==> config.mk <==
export PLATFORM = sky130hd
export DESIGN_NAME = clint_responder
export DESIGN_NICKNAME = d
export VERILOG_FILES = /design/src/rtl/clint_responder.sv
export SDC_FILE = /design/constraint.sdc
export NUM_CORES = 1
export LEC_CHECK = 0
export ABC_AREA = 1
export CAP_MARGIN = 30
export CORE_MARGIN = 4
export CORE_UTILIZATION = 33
export DETAILED_ROUTE_END_ITERATION = 8
export GPL_TIMING_DRIVEN = 0
export PLACE_DENSITY = 0.5
export SLEW_MARGIN = 40
export SYNTH_ARGS = -nofsm -noshare
export SYNTH_HDL_FRONTEND = slang
export SYNTH_SLANG_ARGS = --single-unit
export TNS_END_PERCENT = 50
==> constraint.sdc <==
create_clock -name clk -period 5.1 [get_ports clk]
set_input_delay 0.765 -clock clk [delete_from_list [all_inputs] [get_ports clk]]
set_output_delay 0.765 -clock clk [all_outputs]
set_load 0.02 [all_outputs]
==> src/rtl/clint_responder.sv <==
// Core-local interruptor responder: msip, mtimecmp and mtime on a one-cycle-latency memory bus.
// Optional msip register is enabled by defining CLINT_MSIP_EN.
module clint_responder #(
   parameter logic [31:0] BASE_ADDR = 32'h0200_0000,
   parameter int unsigned TICK_DIV  = 50
) (
   input  logic        clk,
   input  logic        resetn,
   input  logic        mem_valid,
   input  logic [31:0] mem_addr,
   input  logic [3:0]  mem_wstrb,
   input  logic [31:0] mem_wdata,
   output logic        ready,
   output logic [31:0] rdata,
   output logic        IRQ3,
   output logic        IRQ7
);

   localparam int unsigned CntW = (TICK_DIV > 1) ? $clog2(TICK_DIV) : 1;
   localparam logic [CntW-1:0] CntMax = CntW'(TICK_DIV - 1);

   localparam logic [13:0] WordMsip    = 14'h0000;
   localparam logic [13:0] WordCmpLo   = 14'h1000;
   localparam logic [13:0] WordCmpHi   = 14'h1001;
   localparam logic [13:0] WordTimeLo  = 14'h2FFE;
   localparam logic [13:0] WordTimeHi  = 14'h2FFF;

   function automatic logic [31:0] byte_merge(input logic [31:0] old_val,
                                              input logic [31:0] new_val,
                                              input logic [3:0]  strb);
      logic [31:0] res;
      res = old_val;
      for (int i = 0; i < 4; i++) begin
         if (strb[i]) res[i*8 +: 8] = new_val[i*8 +: 8];
      end
      return res;
   endfunction

   logic [CntW-1:0] cnt_q, cnt_d;
   logic [63:0]     mtime_q, mtime_d;
   logic [63:0]     mtimecmp_q, mtimecmp_d;
   logic            ready_q, ready_d;
   logic [31:0]     rdata_q, rdata_d;
   logic            irq7_q, irq7_d;
   logic            msip_rd;

   logic        hit, acc, wr, tick;
   logic [13:0] word;
   logic [31:0] rd_val;
   logic        unused_addr_lsb;

   assign unused_addr_lsb = ^mem_addr[1:0];

   assign hit  = mem_valid && (mem_addr[31:16] == BASE_ADDR[31:16]);
   assign acc  = hit && !ready_q;
   assign wr   = acc && (mem_wstrb != 4'b0000);
   assign word = mem_addr[15:2];
   assign tick = (cnt_q == CntMax);

`ifdef CLINT_MSIP_EN
   logic msip_q, msip_d;
   logic irq3_q;

   always_comb begin
      msip_d = msip_q;
      if (wr && (word == WordMsip) && mem_wstrb[0]) msip_d = mem_wdata[0];
   end

   always_ff @(posedge clk or negedge resetn) begin
      if (!resetn) begin
         msip_q <= 1'b0;
         irq3_q <= 1'b0;
      end else begin
         msip_q <= msip_d;
         irq3_q <= msip_q;
      end
   end

   assign msip_rd = msip_q;
   assign IRQ3    = irq3_q;
`else
   assign msip_rd = 1'b0;
   assign IRQ3    = 1'b0;
`endif

   always_comb begin
      cnt_d = tick ? '0 : cnt_q + 1'b1;

      // Increment first so a same-cycle CPU write overrides only the bytes it strobes.
      mtime_d = mtime_q + {63'b0, tick};
      if (wr && (word == WordTimeLo)) begin
         mtime_d[31:0] = byte_merge(mtime_d[31:0], mem_wdata, mem_wstrb);
      end
      if (wr && (word == WordTimeHi)) begin
         mtime_d[63:32] = byte_merge(mtime_d[63:32], mem_wdata, mem_wstrb);
      end

      mtimecmp_d = mtimecmp_q;
      if (wr && (word == WordCmpLo)) begin
         mtimecmp_d[31:0] = byte_merge(mtimecmp_q[31:0], mem_wdata, mem_wstrb);
      end
      if (wr && (word == WordCmpHi)) begin
         mtimecmp_d[63:32] = byte_merge(mtimecmp_q[63:32], mem_wdata, mem_wstrb);
      end

      case (word)
         WordMsip:   rd_val = {31'b0, msip_rd};
         WordCmpLo:  rd_val = mtimecmp_q[31:0];
         WordCmpHi:  rd_val = mtimecmp_q[63:32];
         WordTimeLo: rd_val = mtime_q[31:0];
         WordTimeHi: rd_val = mtime_q[63:32];
         default:    rd_val = 32'h0;
      endcase

      ready_d = acc;
      rdata_d = acc ? rd_val : 32'h0;
      irq7_d  = (mtime_q >= mtimecmp_q);
   end

   always_ff @(posedge clk or negedge resetn) begin
      if (!resetn) begin
         cnt_q      <= '0;
         mtime_q    <= 64'h0;
         mtimecmp_q <= 64'hFFFF_FFFF_FFFF_FFFF;
         ready_q    <= 1'b0;
         rdata_q    <= 32'h0;
         irq7_q     <= 1'b0;
      end else begin
         cnt_q      <= cnt_d;
         mtime_q    <= mtime_d;
         mtimecmp_q <= mtimecmp_d;
         ready_q    <= ready_d;
         rdata_q    <= rdata_d;
         irq7_q     <= irq7_d;
      end
   end

   assign ready = ready_q;
   assign rdata = rdata_q;
   assign IRQ7  = irq7_q;

endmodule
==> results of run 1 <==
[flip-flops by register name, summed over array words and instances, names as in the netlist]
register / cells
IRQ7: 1
cnt_q: 6
mtime_q: 64
mtimecmp_q: 64
rdata: 32
ready: 1
[worst register-to-register path: stages (launching register included)]
cell and delay, ps:
sky130_fd_sc_hd__dfrtp_1 400, sky130_fd_sc_hd__inv_1 60, sky130_fd_sc_hd__ha_1 120, sky130_fd_sc_hd__inv_1 40, sky130_fd_sc_hd__nor4_2 520, sky130_fd_sc_hd__ha_1 440
sky130_fd_sc_hd__ha_1 360, sky130_fd_sc_hd__nand3_1 210, sky130_fd_sc_hd__nor3_1 850, sky130_fd_sc_hd__nand4_1 190, sky130_fd_sc_hd__nand2_1 180, sky130_fd_sc_hd__nand2_1 90
sky130_fd_sc_hd__nand2_1 80
[layout by cell type, fill, tap and decap left out, types with 27 or more instances in the layout]
cell type                         count
sky130_fd_sc_hd__a21oi_1             33
sky130_fd_sc_hd__nor3_1              53
sky130_fd_sc_hd__nand2_1            482
sky130_fd_sc_hd__nand4_1             27
sky130_fd_sc_hd__dfrtp_1            104
sky130_fd_sc_hd__o21ai_0            101
sky130_fd_sc_hd__clkdlybuf4s50_1    101
sky130_fd_sc_hd__nor2_1             257
sky130_fd_sc_hd__ha_1                68
sky130_fd_sc_hd__inv_1              210
sky130_fd_sc_hd__dfstp_2             64
sky130_fd_sc_hd__nand3_1            108
[metal layers]
metal  routed length, um  track usage (%)  vias to the layer above
li1                    -                -                     5306
met1               19400             32.1                     5005
met2               18000             35.4                      268
met3                1990             3.61                       48
met4                1040             7.51                        2
met5                   7                0                        -
[final timing paths]
check	to
worst max-delay path	mtime_q[52]
min in group clk	mtimecmp_q[31]
worst min-delay path	rdata[20]
max in group asynchronous	mtimecmp_q[1]
worst min register to register	mtimecmp_q[31]
worst max register to register	mtime_q[52]
[through the flow]
| stage | power (mW) | instances |
|---|---|---|
| detailed placement | 1.49 | 2153 |
| CTS | 2.86 | 2185 |
| floorplan | 1.38 | 1607 |
| finish | 2.82 | 2185 |
| global placement | 1.48 | 2151 |
| global route | 2.92 | 2185 |
[area by class of cell]
type                            instances  area, sq um
Sequential cell                       168         4280
Fill cell                            3569        19400
Clock buffer                           22          454
Clock inverter                         10          145
Buffer                                 33          144
Inverter                              211          792
Timing Repair Buffer                  104         1080
Tap cell                              442          553
Multi-Input combinational cell       1195         5810
[cells by family (layout without fill, tap and decap cells)]
logic type | Yosys count | after routing | synth area share (%)
compound gates | 138 | 138 | 6.34
other cells | 1 | 1 | 0.0340
xor+xnor | 38 | 38 | 3.02
flops | 168 | 168 | 38.9
fa+ha+maj | 68 | 68 | 7.72
simple gates | 950 | 950 | 35.5
buf+inv | 244 | 380 | 8.45
[report_power, final]
group / internal [mW] / total, mW / switching (mW)
Combinational: 0.0569 / 0.125 / 0.0686
Sequential: 1.33 / 1.33 / 0.0000000735
Clock: 0.787 / 1.36 / 0.571
==> metrics.md, run 1 <==
| Metric | Value |
|---|---|
| Routed WL per cell | `~19 um` |
| Final worst slack | `~1500 ps` |
| Worst vdd ir | `~0.23 mV` |
| Synth cell types | `32` |
| CTS HTree Levels | `4` |
| Element type at the critical path start | `flop` |
| Synth Warn # | `0` |
| Synthesized cell area | `around 11000 sq um` |
| Row Count | `66` |
| Critical Setup Path Class | `flop to flop` |
| Routed WL | `around 40000 um` |
| Required arrival time at the worst endpoint | `around 5500 ps` |
| Full die area | `approximately 36000 sq um` |
| Crit Reg-Reg Startpoint | `cnt_q[1]` |
| Overall fraction of global-route tracks in use | `a little under a quarter` |
| Nets | `1869` |
| Period Utilization, post-route | `~71%` |
| Total Neg Setup Slack | `0 ps` |
| Total overflow reported by the global router | `0` |
| Highest Clock Rate | `between 0.2 and 0.3 GHz` |
| DIE HEIGHT | `191 um` |
| DRC errors left | `0` |
| Wire length of the first global-routing pass | `between 60000 and 70000 um` |
| Routed via count | `around 11000` |
| Most frequently used cell type in the post-synthesis netlist | `sky130_fd_sc_hd__nand2_1` |
| Via count of the first global-routing pass | `roughly 11000` |
| Number of flops mapped to enable cells by yosys | `0` |
| Buffers and inverters on the worst path | `2` |
| Setup repair after global routing missed its margin | `no` |
| CP top delay family | `simple AND/OR/NAND/NOR gates` |
| Commonest cells in the synthesized netlist | `482 x sky130_fd_sc_hd__nand2_1, 257 x sky130_fd_sc_hd__nor2_1, 210 x sky130_fd_sc_hd__inv_1, 108 x sky130_fd_sc_hd__nand3_1, 104 x sky130_fd_sc_hd__dfrtp_1` |
| Hold/Removal Path Class | `input port to async pin` |
| Result of the run | `finished, final reports clean` |
| Clock slew at reported path FFs | `approximately 60 ps` |
| Post-Synthesis Cells | `approximately 1600` |
| Pin count of the biggest net entering global routing | `70` |
| Cell type contributing the most total cell area after synthesis | `sky130_fd_sc_hd__dfrtp_1` |
| Synth Net Count | `1746` |
| Final setup skew | `approximately 13 ps` |
| Power per standard cell area | `about 210 nW/um^2` |
| List of cells traversed by the critical path | `inv_1, ha_1, inv_1, nor4_2, ha_1, ha_1, nand3_1, nor3_1, nand4_1, nand2_1, nand2_1, nand2_1` |
| Longest individual stage delay on the worst path | `between 800 and 900 ps` |
| Area overhead of the layout relative to synthesis | `20.4%` |
| Signal arrival time at the worst endpoint | `approximately 4000 ps` |
| Final setup viols | `0` |
| Fin crit period | `3600 ps` |
| Hold-fix buffers at CTS | `0` |
| Post-synthesis sequential area ratio | `between 30% and 40%` |
| Count of state elements after synthesis | `approximately 170` |
| Clock tree root buffer cell | `sky130_fd_sc_hd__clkbuf_16` |
| Count of max-cap constraint violations | `0` |
| Pre-CTS setup slack | `1600 ps` |
| Final hold slack | `209 ps` |
| Die Width | `191 um` |
| Mean number of vias per cell | `4.86` |
| Total core area | `around 33000 sq um` |
| DRT iter0 DRCs | `slightly below 800` |
| Estimated wirelength of the detail-placed design | `approximately 32000 um` |
| Leak Pwr | `5.77 nW` |
| Main synth FF type | `sky130_fd_sc_hd__dfrtp_1` |
| Port Buffer Count | `a little over 100` |
| Worst-margin pin slew | `slightly below 1000 ps` |
| Async S/R FF share, synth | `100%` |
| Number of buffers between clock root and the deepest sink | `2` |
| Number of primary I/O pins | `roughly 110` |
| Worst reg2reg setup slack | `1500 ps` |
| Final core area utilization | `40.6%` |
| Area fraction of the dominant cell type after synthesis | `about a quarter` |
| Number of max-slew violations in the final report | `0` |
| CTS tree | `done` |
| Placed Area | `between 10000 and 15000 sq um` |
| Initial cell density of the core | `between 30% and 40%` |
| Share of cells above drive strength 1 | `under 10%` |
| Number of instances resized during post-cts repair | `0` |
| Antenna violations before repair | `1` |
| Length of the first detailed-routing pass in iterations | `5` |
| Count of final hold-check violations | `0` |
| Post-CTS Repair Setup Buffers | `0` |
| Per-instance average area after synthesis | `around 7 sq um` |
| Peak fanout along the critical path | `6` |
| Critical-path top delay cell | `sky130_fd_sc_hd__nor3_1` |
| Max_slew headroom | `approximately a third` |
| Ant. Diodes | `0` |
| Most area-consuming cells after synthesis | `sky130_fd_sc_hd__dfrtp_1 24%, sky130_fd_sc_hd__nand2_1 16%, sky130_fd_sc_hd__dfstp_2 15%` |
| Worst setup path start | `cnt_q[1]` |
| Sink count of the clock tree | `about 170` |
| Cell count along the critical path | `12` |
| Number of buffers added by the clock tree synthesis step | `17` |
| Global placement routability congestion | `~0.93` |
| Final instance area | `roughly 13000 sq um` |
| Type of element capturing the critical path | `flop` |
| Worst-Skew Late Latency | `460 ps` |
| Number of nets with antenna violations after routing | `0` |
| Worst Reg-to-Reg Cells | `12` |
Note: power is estimated with default switching activity, not from simulation.
==> run 2: changes to the inputs <==
- PLACE_DENSITY: 0.5 -> 0.52
- clock period: 5.1 -> 3 ns (I/O delays scaled with it)
==> metrics.md, run 2 (synthesis gave the netlist of run 1 again) <==
| Metric | Value |
|---|---|
| DRT iter0 DRCs | `752` |
| Area overhead of the layout relative to synthesis | `20.8%` |
| Overall fraction of global-route tracks in use | `22.4%` |
| Pin count of the biggest net entering global routing | `between 60 and 70` |
| DIE HEIGHT | `~190 um` |
| Die Width | `about 190 um` |
| Antenna violations before repair | `0` |
| Switching Share | `around a quarter` |
| Ant. Diodes | `0` |
| Reg2reg end | `mtime_q[37]` |
| Routed via count | `10700` |
| Worst Reg-to-Reg Cells | `17` |
| Required arrival time at the worst endpoint | `3340 ps` |
| Highest Clock Rate | `between 0.3 and 0.4 GHz` |
| CTS HTree Levels | `4` |
| Number of buffers added by the clock tree synthesis step | `17` |
| Number of nets with antenna violations after routing | `0` |
| Worst reg2reg setup slack | `about 230 ps` |
| Clock tree root buffer cell | `sky130_fd_sc_hd__clkbuf_16` |
| Share of cells above drive strength 1 | `roughly 7.4%` |
| Final cell count without fillers | `2189` |
| Number of max-slew violations in the final report | `0` |
| Nets | `between 1500 and 2000` |
| Internal cell power | `about 3.5 mW` |
| Power per standard cell area | `354 nW/um^2` |
| Worst-Skew Late Latency | `approximately 450 ps` |
| Number of primary I/O pins | `106` |
| Terminating pin of the worst hold path | `mtimecmp_q[8]` |
| Initial cell density of the core | `33.7%` |
| CTS tree | `done` |
| Row Count | `between 60 and 70` |
| Mean number of vias per cell | `between 4 and 5` |
| Estimated wirelength of the detail-placed design | `around 32000 um` |
| # placed instances | `around 2200` |
| Leak Pwr | `just under 6 nW` |
| Element type at the critical path start | `input port` |
| Global placement routability congestion | `~1` |
| Routed WL per cell | `18.2 um` |
| Final setup skew | `14.4 ps` |
| Most frequent cells in the layout | `482 x sky130_fd_sc_hd__nand2_1, 252 x sky130_fd_sc_hd__nor2_1, 210 x sky130_fd_sc_hd__inv_1` |
| Length of the first detailed-routing pass in iterations | `6` |
| Clock power share | `a little under half` |
| Sink count of the clock tree | `between 150 and 200` |
| Startpoint of the lowest-slack hold path | `mtimecmp_q[8]` |
| Final setup viols | `0` |
| Pre-CTS setup slack | `-343 ps` |
| Worst vdd ir | `approximately 0.4 mV` |
| Critical Setup Path Class | `input port to flop` |
| Hold path depth | `2` |
| Sequential group share of total power | `48.1%` |
| Wire length of the first global-routing pass | `between 60000 and 70000 um` |
| Total overflow reported by the global router | `0` |
| Crit Reg-Reg Startpoint | `cnt_q[1]` |
| Period Utilization, post-route | `between 90% and 100%` |
| Full die area | `about 36000 sq um` |
| Setup repair after global routing missed its margin | `no` |
| Via count of the first global-routing pass | `between 10000 and 15000` |
| Final total power | `about 4.7 mW` |
| Count of max-cap constraint violations | `0` |
| Final worst slack | `166 ps` |
| Total core area | `32700 sq um` |
| Number of buffers between clock root and the deepest sink | `2` |
| Port Buffer Count | `roughly 100` |
| Peak fanout along the critical path | `9` |
| Combinational cell fraction of total power | `between 4 and 5%` |
| Clock slew at reported path FFs | `around 70 ps` |
| Fin crit period | `around 2800 ps` |
| Signal arrival time at the worst endpoint | `around 3200 ps` |
| Type of element capturing the critical path | `flop` |
| Worst-margin pin slew | `slightly above 800 ps` |
| Max_slew headroom | `44.7%` |
| Switching power | `around 1.2 mW` |
| Commonest non-fill, non-tap cell in the layout | `sky130_fd_sc_hd__nand2_1` |
| DRC errors left | `0` |
| Result of the run | `finished, final reports clean` |
| Hold/Removal Path Class | `flop to flop` |
| Final core area utilization | `between 40 and 50%` |
| Count of final hold-check violations | `0` |
| Routed WL | `around 40000 um` |
-- run 2: cell types whose count changed in the layout (fill, tap and decap cells not counted), sizes merged --
cell,previous run,this run
inv,212,215
dlygate4sd3,0,1
bufinv,3,1
clkbuf,47,42
clkinv,4,5
buf,11,14
clkinvlp,2,5
-- run 2: worst max-delay path by stage --
| stage | to | depth (start not counted) | startpoint |
|---|---|---|---|
| after global placement | rdata[13] | 1 | resetn |
| final | mtime_q[56] | 12 | mem_addr[3] |
| after floorplan | mtime_q[48] | 14 | cnt_q[1] |
| after global routing | mtime_q[35] | 15 | cnt_q[1] |
| after detailed placement | mtime_q[52] | 13 | cnt_q[1] |
| after CTS | mtime_q[60] | 15 | cnt_q[1] |
-- run 2: what timing repair did --
item | 4_1_cts | 5_1_grt
resized for setup | 6 | 3
gates cloned | 0 | 0
pin swaps | 0 | 1
setup buffers | 0 | 3
endpoints found under the hold margin | 30 | 0
setup endpoints to repair | 29 | 21
hold buffers | 1 | 0
-- run 2: metrics by stage --
step | TNS [ps] | area (sq um) | hold WS, ps
floorplan | 0 | 11000 | 154
global placement | -857820 | 12600 | 476
detailed placement | -6840 | 12700 | 432
CTS | -4.14 | 13300 | 494
global route | 0 | 13300 | 507
finish | 0 | 13300 | 492
-- run 2: worst max-delay path, stage by stage --
cell and delay, ps:
sky130_fd_sc_hd__clkdlybuf4s50_1 540, sky130_fd_sc_hd__nand2_1 70, sky130_fd_sc_hd__inv_1 50, sky130_fd_sc_hd__nand2_1 50
sky130_fd_sc_hd__nor2_2 540, sky130_fd_sc_hd__nand3_1 210, sky130_fd_sc_hd__clkinv_1 330, sky130_fd_sc_hd__nand3_1 350
sky130_fd_sc_hd__inv_1 360, sky130_fd_sc_hd__nand2_1 90, sky130_fd_sc_hd__nand2_1 90, sky130_fd_sc_hd__inv_1 40
-- run 2: layout make-up --
class	instances	area, sq um
Clock inverter	15	145
Inverter	211	792
Clock buffer	17	425
Tap cell	442	553
Buffer	33	144
Fill cell	3560	19400
Multi-Input combinational cell	1195	5850
Timing Repair Buffer	108	1110
Sequential cell	168	4280
-- run 2: layer usage --
metal	routed length [um]	part of all wire (%)	global-route usage (%)
met2	18000	45	36.3
met3	1980	5.0	3.28
met5	0	0	0
met4	758	1.9	6.13
met1	19100	48	31.4
-- run 2: power by group through the flow --
stage,registers (mW),logic (mW),clock network (mW)
floorplan,2.31,0.0311,0
finish,2.27,0.213,2.24
CTS,2.27,0.218,2.28
global route,2.27,0.236,2.38
global placement,2.31,0.204,0
detailed placement,2.31,0.216,0
==> run 3: changes to the inputs <==
- CTS_CLUSTER_SIZE: unset -> 20
- GPL_ROUTABILITY_DRIVEN: unset -> 1
- MAX_ROUTING_LAYER: unset -> met4
==> metrics.md, run 3 (synthesis gave the netlist of run 1 again) <==
| Metric | Value |
|---|---|
| Result of the run | `finished, final reports clean` |
| Total of fill cells in the finished design | `about 3500` |
| Worst Reg-to-Reg Cells | `13` |
| DIE HEIGHT | `roughly 190 um` |
| Length of the first detailed-routing pass in iterations | `6` |
| Count of max-cap constraint violations | `0` |
| Reg2reg end | `mtime_q[52]` |
| Final setup skew | `12.8 ps` |
| Type of element capturing the critical path | `flop` |
| Most frequent cells in the layout | `482 x sky130_fd_sc_hd__nand2_1, 251 x sky130_fd_sc_hd__nor2_1, 210 x sky130_fd_sc_hd__inv_1` |
| Signal arrival time at the worst endpoint | `between 3000 and 4000 ps` |
| Number of max-slew violations in the final report | `0` |
| Max_slew headroom | `roughly 40%` |
| Highest Clock Rate | `about 0.35 GHz` |
| Die Width | `191 um` |
| Fin crit period | `about 2800 ps` |
| Full die area | `roughly 36000 sq um` |
| Sum of met3 wire segment lengths after detailed routing | `about 2200 um` |
| Total core area | `32700 sq um` |
| Via count of the first global-routing pass | `about 11000` |
| Worst reg2reg setup slack | `about 170 ps` |
| Share of cells above drive strength 1 | `7.44%` |
| Top layer in use | `met4` |
| Count of final hold-check violations | `0` |
| Estimated wirelength of the detail-placed design | `around 32000 um` |
| Clock slew at reported path FFs | `approximately 70 ps` |
| Peak fanout along the critical path | `5` |
| Routed WL per cell | `18.3 um` |
| CTS HTree Levels | `4` |
| Final hold slack | `456 ps` |
| Commonest non-fill, non-tap cell in the layout | `sky130_fd_sc_hd__nand2_1` |
| Sink count of the clock tree | `roughly 170` |
| Combinational cell fraction of total power | `between 4 and 5%` |
| Final setup viols | `0` |
| Wire length of the first global-routing pass | `between 60000 and 70000 um` |
| Row Count | `between 60 and 70` |
| Total overflow reported by the global router | `0` |
| Number of buffers added by the clock tree synthesis step | `17` |
| Clock power share | `a little under half` |
| Leak Pwr | `5.79 nW` |
| Crit Reg-Reg Startpoint | `cnt_q[1]` |
| Element type at the critical path start | `flop` |
| Initial cell density of the core | `33.7%` |
| Worst vdd ir | `approximately 0.4 mV` |
| Area overhead of the layout relative to synthesis | `21.3%` |
| Power per standard cell area | `355 nW/um^2` |
| Critical Setup Path Class | `flop to flop` |
| DRC errors left | `0` |
| Global placement routability congestion | `0.974` |
| Required arrival time at the worst endpoint | `~3300 ps` |
| Worst-Skew Late Latency | `450 ps` |
| Routed via count | `10600` |
| Routed WL | `about 40000 um` |
| WL met1 | `19000 um` |
| Total Neg Setup Slack | `0 ps` |
| Hold/Removal Path Class | `input port to async pin` |
| Switching power | `about 1.1 mW` |
| Antenna violations before repair | `0` |
| Number of buffers between clock root and the deepest sink | `2` |
| Clock tree root buffer cell | `sky130_fd_sc_hd__clkbuf_16` |
| Internal cell power | `about 3.6 mW` |
| DRT iter0 DRCs | `726` |
| Number of nets with antenna violations after routing | `0` |
| Worst-margin pin slew | `~890 ps` |
| Mean number of vias per cell | `between 4 and 5` |
| Ant. Diodes | `0` |
| Total met2 wirelength after detailed routing | `roughly 18000 um` |
| Number of primary I/O pins | `106` |
| Period Utilization, post-route | `a little over nine tenths` |
| Overall fraction of global-route tracks in use | `a little under a quarter` |
| Port Buffer Count | `~100` |
| Pin count of the biggest net entering global routing | `50` |
| CTS tree | `done` |
| Switching Share | `roughly a quarter` |
| Sequential group share of total power | `47.9%` |
| Nets | `approximately 1900` |
-- run 3: cell types whose count changed in the layout (fill, tap and decap cells not counted), moves of 2 or more --
cell and delta:
sky130_fd_sc_hd__clkinv_2 +2, sky130_fd_sc_hd__clkbuf_2 -2, sky130_fd_sc_hd__clkbuf_1 +3, sky130_fd_sc_hd__nor2_4 +2, sky130_fd_sc_hd__clkinvlp_4 -3
-- run 3: through the flow --
stage	area [sq um]	std cells	setup slack (ps)	power [mW]	utilization [%]
2_1_floorplan	11000	1607	443	2.34	-
3_3_place_gp	12600	2151	-5870	2.51	38.5
3_5_place_dp	12700	2154	-411	2.53	38.8
4_1_cts	13300	2187	29.9	4.80	40.7
5_1_grt	13400	2189	-45.4	4.91	40.9
6_report	13400	2189	168	4.74	40.9
-- run 3: final cells by class --
class / count / area [sq um] / area share [%]
Clock inverter: 13 / 143 / 1.07
Clock buffer: 19 / 443 / 3.31
Tap cell: 442 / 553 / 4.14
Multi-Input combinational cell: 1195 / 5880 / 44.0
Sequential cell: 168 / 4280 / 32.1
Buffer: 33 / 141 / 1.06
Inverter: 211 / 792 / 5.93
Timing Repair Buffer: 108 / 1130 / 8.48
-- run 3: timing repair --
action,4_1_cts,5_1_grt
resized for setup,8,6
hold endpoints to repair,14,0
setup endpoints to repair,35,21
setup buffers,0,2
pin swaps,1,1
hold buffers,1,0
-- run 3: metal layers --
layer / up-vias / track usage [%]
met2: 278 / 35.4
li1: 5320 / -
met5: - / -
met3: 55 / 3.44
met4: 0 / 8.15
met1: 4952 / 31.3
-- run 3: how the worst max path moves through the flow --
stage | startpoint | cells past startpoint | to | slack [ps]
6_report | cnt_q[1] | 13 | mtime_q[52] | 170
5_1_grt | cnt_q[1] | 17 | mtime_q[56] | -50
4_1_cts | cnt_q[1] | 13 | mtime_q[46] | 30
3_5_place_dp | cnt_q[1] | 13 | mtime_q[52] | -410
3_3_place_gp | resetn | 1 | mtime_q[12] | -5870
2_1_floorplan | cnt_q[1] | 14 | mtime_q[48] | 440
-- run 3: critical path, cell delays in order (launching register included) --
cell,delay (ps)
sky130_fd_sc_hd__dfrtp_1,400
sky130_fd_sc_hd__inv_1,60
sky130_fd_sc_hd__ha_1,130
sky130_fd_sc_hd__inv_1,60
sky130_fd_sc_hd__nor4_4,370
sky130_fd_sc_hd__ha_4,240
sky130_fd_sc_hd__ha_1,290
sky130_fd_sc_hd__nand3_2,200
sky130_fd_sc_hd__nor3_2,510
sky130_fd_sc_hd__nand3_1,130
sky130_fd_sc_hd__nand2_1,80
sky130_fd_sc_hd__nand2_1,80
sky130_fd_sc_hd__nand2_1,100
sky130_fd_sc_hd__nand2_1,70
-- run 3: power groups by stage --
stage	combinational (mW)	sequential, mW	clock, mW
2_1_floorplan	0.0311	2.31	0
3_3_place_gp	0.204	2.31	0
3_5_place_dp	0.220	2.31	0
4_1_cts	0.222	2.27	2.31
5_1_grt	0.242	2.27	2.40
6_report	0.217	2.27	2.25
